==> src/rtl/xbar_rr_scheduler.sv <==
// xbar_rr_scheduler: round-robin owner selection for the shared crossbar datapath.
// Each owner keeps the grant for at most QUANTUM acked transactions, and one idle
// cycle always separates two owners.
// Optional feature: define XBAR_SCHED_TIMEOUT_EN to force a release after TIMEOUT
// grant cycles without an ack.
module xbar_rr_scheduler #(
    parameter int unsigned N       = 4,
    parameter int unsigned QUANTUM = 4,
    parameter int unsigned TIMEOUT = 16
) (
    input  logic                 clk_i,
    input  logic                 reset_ni,
    input  logic [N-1:0]         req_i,
    input  logic                 ack_i,
    output logic [N-1:0]         gnt_o,
    output logic                 gnt_valid_o,
    output logic [$clog2(N)-1:0] gnt_id_o,
    output logic                 timeout_o
);

    localparam int unsigned IW = $clog2(N);
    localparam int unsigned QW = $clog2(QUANTUM + 1);

    // Reject configurations the scheduler cannot honour.
    if (N < 2) begin : g_bad_n
        $error("xbar_rr_scheduler: N must be at least 2");
    end
    if (QUANTUM < 1) begin : g_bad_quantum
        $error("xbar_rr_scheduler: QUANTUM must be at least 1");
    end
    if (TIMEOUT < 2) begin : g_bad_timeout
        $error("xbar_rr_scheduler: TIMEOUT must be at least 2");
    end

    typedef enum logic [1:0] {
        IDLE  = 2'd0,
        GRANT = 2'd1,
        GAP   = 2'd2
    } state_e;

    state_e          state_q, state_d;
    logic [IW-1:0]   owner_q, owner_d;
    logic [IW-1:0]   last_q,  last_d;
    logic [QW-1:0]   qcnt_q,  qcnt_d;
    logic [N-1:0]    gnt_q,   gnt_d;
    logic            gnt_valid_q, gnt_valid_d;
    logic            timeout_d;
    logic            to_fire;
    logic            release_c;
    logic [IW-1:0]   cand;
    logic [IW-1:0]   win_idx;
    logic            win_hit;

`ifdef XBAR_SCHED_TIMEOUT_EN
    localparam int unsigned TW = $clog2(TIMEOUT);
    logic [TW-1:0]   tcnt_q, tcnt_d;
    logic            timeout_q;
`endif

    // Round-robin pick: first requester after last, with last itself scanned last.
    always_comb begin
        win_idx = '0;
        win_hit = 1'b0;
        cand    = '0;
        for (int unsigned i = 0; i < N; i++) begin
            cand = IW'((32'(last_q) + 32'd1 + i) % N);
            if (!win_hit && req_i[cand]) begin
                win_idx = cand;
                win_hit = 1'b1;
            end
        end
    end

    // Next-state, counters and registered-output values.
    always_comb begin
        state_d   = state_q;
        owner_d   = owner_q;
        last_d    = last_q;
        qcnt_d    = qcnt_q;
        timeout_d = 1'b0;
        to_fire   = 1'b0;
        release_c = 1'b0;
`ifdef XBAR_SCHED_TIMEOUT_EN
        tcnt_d    = tcnt_q;
`endif
        case (state_q)
            IDLE, GAP: begin
                if (win_hit) begin
                    owner_d = win_idx;
                    last_d  = win_idx;
                    qcnt_d  = '0;
`ifdef XBAR_SCHED_TIMEOUT_EN
                    tcnt_d  = '0;
`endif
                    state_d = GRANT;
                end else begin
                    state_d = IDLE;
                end
            end
            GRANT: begin
                if (ack_i) begin
                    qcnt_d = qcnt_q + QW'(1);
                end
`ifdef XBAR_SCHED_TIMEOUT_EN
                tcnt_d  = ack_i ? '0 : tcnt_q + TW'(1);
                to_fire = !ack_i && (tcnt_q == TW'(TIMEOUT - 1));
`endif
                release_c = !req_i[owner_q]
                          || (ack_i && (qcnt_q == QW'(QUANTUM - 1)))
                          || to_fire;
                if (release_c) begin
                    state_d   = GAP;
                    timeout_d = to_fire;
                end
            end
            default: state_d = IDLE;
        endcase
        gnt_valid_d = (state_d == GRANT);
        gnt_d       = gnt_valid_d ? (N'(1) << owner_d) : '0;
    end

    // State and output registers with synchronous active-low reset.
    always_ff @(posedge clk_i) begin
        if (!reset_ni) begin
            state_q     <= IDLE;
            owner_q     <= '0;
            last_q      <= IW'(N - 1);
            qcnt_q      <= '0;
            gnt_q       <= '0;
            gnt_valid_q <= 1'b0;
`ifdef XBAR_SCHED_TIMEOUT_EN
            tcnt_q      <= '0;
            timeout_q   <= 1'b0;
`endif
        end else begin
            state_q     <= state_d;
            owner_q     <= owner_d;
            last_q      <= last_d;
            qcnt_q      <= qcnt_d;
            gnt_q       <= gnt_d;
            gnt_valid_q <= gnt_valid_d;
`ifdef XBAR_SCHED_TIMEOUT_EN
            tcnt_q      <= tcnt_d;
            timeout_q   <= timeout_d;
`endif
        end
    end

    assign gnt_o       = gnt_q;
    assign gnt_valid_o = gnt_valid_q;
    assign gnt_id_o    = owner_q;

`ifdef XBAR_SCHED_TIMEOUT_EN
    assign timeout_o = timeout_q;
`else
    assign timeout_o = 1'b0;
`endif

endmodule

==> config.mk <==
export PLATFORM = sky130hd
export DESIGN_NAME = xbar_rr_scheduler
export DESIGN_NICKNAME = d
export VERILOG_FILES = /design/src/rtl/xbar_rr_scheduler.sv
export SDC_FILE = /design/constraint.sdc
export NUM_CORES = 1
export LEC_CHECK = 0
export ABC_CLOCK_PERIOD_IN_PS = 4150
export BUFFER_PORTS_ARGS = -buffer_cell sky130_fd_sc_hd__buf_4
export CAP_MARGIN = 10
export CORE_AREA = 2 2 39 41
export DETAILED_ROUTE_END_ITERATION = 6
export DIE_AREA = 0 0 41 43
export GPL_TIMING_DRIVEN = 0
export HOLD_SLACK_MARGIN = 0.03
export PLACE_DENSITY = 0.84
export SYNTH_ARGS = -nofsm -noshare
export SYNTH_HDL_FRONTEND = slang
export SYNTH_SLANG_ARGS = --single-unit
==> constraint.sdc <==
create_clock -name clk_i -period 4.15 [get_ports clk_i]
set_clock_uncertainty 0.05 [all_clocks]
set_input_delay 1.245 -clock clk_i [delete_from_list [all_inputs] [get_ports clk_i]]
set_output_delay 1.245 -clock clk_i [all_outputs]
set_load 0.03 [all_outputs]
==> Yosys cells after proc, flatten, opt, wreduce, memory -nomap -nowiden <==
Cells that the tools add are included.
{ "op_classes": {"n_shift": 1, "n_lt_le_gt_ge": 5, "mux": 26, "addsub": 5, "n_reduce_logical": 15, "n_eq_ne": 6} }
{ "op_table": {"columns": ["operator", "n"], "rows": [
  ["less-than comparator 2 x 3 -> 1 bit (second input constant)", 5],
  ["2-to-1 mux 2 bit", 7],
  ["binary-select mux 1 bit (select 2 bit)", 5],
  ["2-to-1 mux 1 bit", 10],
  ["2-to-1 mux 3 bit", 2],
  ["one-hot mux 3 bit (2 select lines)", 1],
  ["adder 2 x 1 -> 2 bit (second input constant)", 2],
  ["adder 2 bit (second input constant)", 2],
  ["== test 2 x 1 -> 1 bit (second input constant)", 2],
  ["logical AND 1 bit", 4],
  ["zero test 1 bit", 4],
  ["!= test 2 bit (second input constant)", 2],
  ["one-hot mux 2 bit (2 select lines)", 1],
  ["AND reduction 2 bit", 2],
  ["<< shifter 1 x 2 -> 4 bit (first input constant)", 1],
  ["adder 3 x 1 -> 3 bit (second input constant)", 1],
  ["== test 3 x 2 -> 1 bit (second input constant)", 1],
  ["AND reduction 3 bit", 1],
  ["== test 2 bit (second input constant)", 1],
  ["zero test 2 bit", 1],
  ["nonzero test 2 bit", 1],
  ["OR reduction 2 bit", 1],
  ["logical OR 1 bit", 1]
]} }
{ "word_totals": {"regBits": 14, "inputBits": 7, "elab_cells": 64, "output_inout_bits": 8} }

==> Depth between registers and ports, before layout <==
{ "depth": {"word_depth": 17, "ltp_mapped": 6, "mapped_depth_nobuf": 6} }

==> Least setup slack after synthesis <==
OpenSTA, ideal clock, no wires.
{ "synth_path": {"path_type": "in2reg", "start": "input req_i[3]", "end": "register gnt_q[1] (netlist: gnt_o[1])", "setup_time_ns": 0.141, "cell_stages": 4, "arrival_ns": 2.140, "required_ns": 3.959, "slack_ns": 1.820, "n_path_buf": 0, "cell_sequence": "mux2_2 -> a22o_1 -> a22oi_1 -> nor4_1"} }
{ "synth_via": {"elab_chain_len": 16, "word_cells_on_any_way": 34, "classes_between": "eq/ne (1); shift (1); mux (23); reduce/logical (9)"} }
{ "synth_rtl": {"columns": ["element", "line_no", "text"], "rows": [
  ["start: declaration", "13", "input logic [N-1:0] req_i,"],
  ["binary-select mux 1 bit (select 2 bit)", "67", "if (!win_hit && req_i[cand]) begin"],
  ["2-to-1 mux 1 bit (implied by the code)", "67", null],
  ["2-to-1 mux 1 bit", "67", null],
  ["zero test 1 bit", "67", null],
  ["logical AND 1 bit", "67", null],
  ["2-to-1 mux 1 bit", "67", null],
  ["zero test 1 bit", "67", null],
  ["logical AND 1 bit", "67", null],
  ["2-to-1 mux 1 bit", "67", null],
  ["zero test 1 bit", "67", null],
  ["logical AND 1 bit", "67", null],
  ["2-to-1 mux 1 bit", "67", null],
  ["2-to-1 mux 1 bit", "88", "if (win_hit) begin"],
  ["one-hot mux 2 bit (2 select lines)", "86", "case (state_q)"],
  ["== test 2 x 1 -> 1 bit", "118", "gnt_valid_d = (state_d == GRANT);"],
  ["AND reduction 2 bit (no line)", null, null],
  ["end signal: assignment", "140", "gnt_q <= gnt_d;"],
  ["end: declaration", "45", "logic [N-1:0] gnt_q, gnt_d;"]
]} }
Parallel ways exist; a longest one is shown, timed or not. The select of a mux whose other input is x is not followed.
A chain may end at the register's enable or synchronous reset.

==> Worst setup path after layout <==
{ "layout_path": {"start": "input req_i[1]", "end": "register gnt_q[1] (netlist: gnt_o[1])"} }
Same word-level chain as after synthesis.

==> flow_metrics.tcl <==
set metrics [dict create \
    outcome "completed" \
    cpMaxStageDelayCell "a22oi_1" \
    numCtsBuffers 3 \
    crit_fanout 6 \
    fin_area_um2 812 \
    cts_buffer_depth 2 \
    ys_seq_area_share_pct 42.6 \
    post-route-min-period_ps 2410 \
    grt_max_degree 10 \
    most-common-layout-cells "14 x buf_4, 14 x dfxtp_1, 5 x nor2_1" \
    synthesis.nets 79 \
    p_int_uw 249 \
    port_buffers 13 \
    die-width_um 41 \
    overflow 0 \
    dpl_cell_area_um2 776 \
    initial_core_util_pct 47.6 \
    syn_inst 70 \
    core_mm2 0.00138 \
    diodes 0 \
    ant_nets 0 \
    path_cells "buf_4, nor4_2, nor2_1, a22oi_1, nor4_1" \
    postRouteWirelength_um 1320 \
    yosys_warnings 0 \
    mappedNetlistArea_um2 658 \
    antenna_found_initial 0 \
    grt_usage_pct 17.6 \
    grt_pass1_wl_um 2050 \
    rsz0062_at_grt "no" \
    post_cts_buffers 0 \
    die_area_mm2 0.00176 \
    root_buffer "clkbuf_4" \
    crit_type "in2reg" \
    cp-start-kind "primary input" \
    min_path_type "reg2reg" \
    relSlewSlack_pct 66.2 \
    globalplace.congestion 0.766 \
    fin_crit_sh_pct 58.0 \
    grt_pass1_vias 489 \
    wl_per_cell_um 12.8 \
    io_pins 15 \
    ys_ff_latch 14 \
    cts.clk_slew.worst_paths_ps 90 \
    worstMarginPinSlew_ps 506 \
    clkPwrFrac_pct 27.0 \
    max_freq_ghz 0.416 \
    cts_resized 0 \
    switching_power_uw 117 \
    synth_area_per_cell_um2 9.40 \
    firstDrtPassIters 2 \
    drt_iter0_markers 5 \
    dp_hpwl_um 1000 \
    cellPowerDensity_mw_per_mm2 451 \
    tritoncts "built" \
    static-leakage-power_nw 0.353 \
    p_seq_share_pct 44.2 \
    clock-sinks 14 \
    fp.dieH_um 43 \
    num_rows 14 \
    synth_cell_type_count 32 \
    critPathArrivalTime_ps 2510 \
    end_kind "flop" \
    cp.required_ps 4250 \
    netSwitchingFraction_pct 32.1 \
    final_max_slew_viol_count 0 \
    cts_max_level 1 \
    hold_viol 0 \
    fin_nets 97 \
    cts_hold_buf 0 \
    clkLatencyLatePin_ps 280 \
    drive_gt1_share_pct 26.4 \
    slowest_delay_ps 470 \
    setup-violations-final 0 \
    drc_errors 0 \
    vias 568 \
    via_per_inst 5.51 \
    comb_power_share_pct 28.8 \
    maxCapViolations 0 \
    ir_worst_vdd_mv 0.212 \
    fin_tns_setup_ps 0 \
    syn2layout_area_growth_pct 23.4 \
]
-- worst max-delay path, delay by kind of cell --
family                 cells  cell delay [ps]
AO/OA/AOI/OAI              1              470
buffers and inverters      1              130
AND/OR/NAND/NOR            3              650
-- flip-flops by register name, summed over array words and instances, names as in the netlist --
signal	count
gnt_o	4
qcnt_q	3
gnt_id_o	2
last_q	2
state_q	2
gnt_valid_o	1
-- per-stage QoR --
step	setup slack, ps	power [mW]	utilization (%)	hold slack (ps)	cells
3_3_place_gp	1470	0.267	56.1	421	99
4_1_cts	1740	0.371	58.7	444	103
2_1_floorplan	1820	0.235	-	408	70
5_1_grt	1650	0.386	58.7	465	103
6_report	1740	0.366	58.7	439	103
3_5_place_dp	1440	0.270	56.1	432	99
-- final cells by class --
class,instances,area [µm²]
well taps,16,20.0
fillers,123,572
inverters,3,11.3
repair buffers,13,97.6
multi-input cells,51,354
flip-flops and latches,14,280
plain buffers,2,12.5
clock buffers,4,36.3
-- power groups by stage --
stage | sequential (mW) | clock [mW] | combinational, mW
detailed placement | 0.165 | 0 | 0.105
global route | 0.165 | 0.108 | 0.114
floorplan | 0.182 | 0 | 0.0533
finish | 0.162 | 0.0986 | 0.105
global placement | 0.164 | 0 | 0.103
CTS | 0.162 | 0.104 | 0.106
-- final timing paths --
check,slack (ps),startpoint,depth (start not counted),end
min reg2reg,440,qcnt_q[1],2,qcnt_q[1]
max reg2reg,2410,qcnt_q[0],6,gnt_o[1]
min,440,qcnt_q[1],2,qcnt_q[1]
max,1740,req_i[1],5,gnt_o[1]
-- Yosys cell counts --
cell / count / area, µm²
nand3_1: 3 / 15.0
nor2b_1: 2 / 12.5
o211a_1: 1 / 10.0
or2b_1: 1 / 7.51
nor2_1: 5 / 18.8
a22o_1: 1 / 8.76
inv_1: 3 / 11.3
buf_4: 1 / 7.51
o22ai_1: 2 / 12.5
buf_2: 1 / 5.00
and3_1: 2 / 12.5
a22oi_1: 1 / 7.51
conb_1: 1 / 3.75
or2_0: 1 / 6.26
nor4_1: 1 / 6.26
mux2_2: 2 / 22.5
o311ai_0: 1 / 8.76
and2_1: 3 / 18.8
a211oi_1: 3 / 22.5
nand2_1: 2 / 7.51
dfxtp_1: 14 / 280
o21a_1: 1 / 7.51
ha_1: 2 / 25.0
a211o_1: 1 / 8.76
nand3b_1: 2 / 15.0
o31a_1: 1 / 8.76
nand2b_1: 4 / 25.0
o31ai_1: 1 / 7.51
a21oi_1: 1 / 5.00
nor4_2: 2 / 25.0
a21boi_0: 2 / 15.0
o21ai_0: 2 / 10.0
-- kinds of logic (layout without fill, tap and decap cells) --
group / count (synthesis) / in the layout / share of synthesized area [%]
compound gates: 18 / 18 / 20.2
fa+ha+maj: 2 / 2 / 3.80
buf+inv: 5 / 22 / 3.61
flops: 14 / 14 / 42.6
mux: 2 / 2 / 3.42
other cells: 1 / 1 / 0.570
simple gates: 28 / 28 / 25.9
-- metal layers --
layer,part of all wire (%),routed length [µm],vias up,GRT usage (%)
li1,-,-,289,-
met4,1.4,18,0,8.00
met3,5.4,71,4,6.28
met5,0,0,-,0
met1,45,593,263,21.1
met2,48,639,12,26.9
Note: power is estimated with default switching activity, not from simulation.
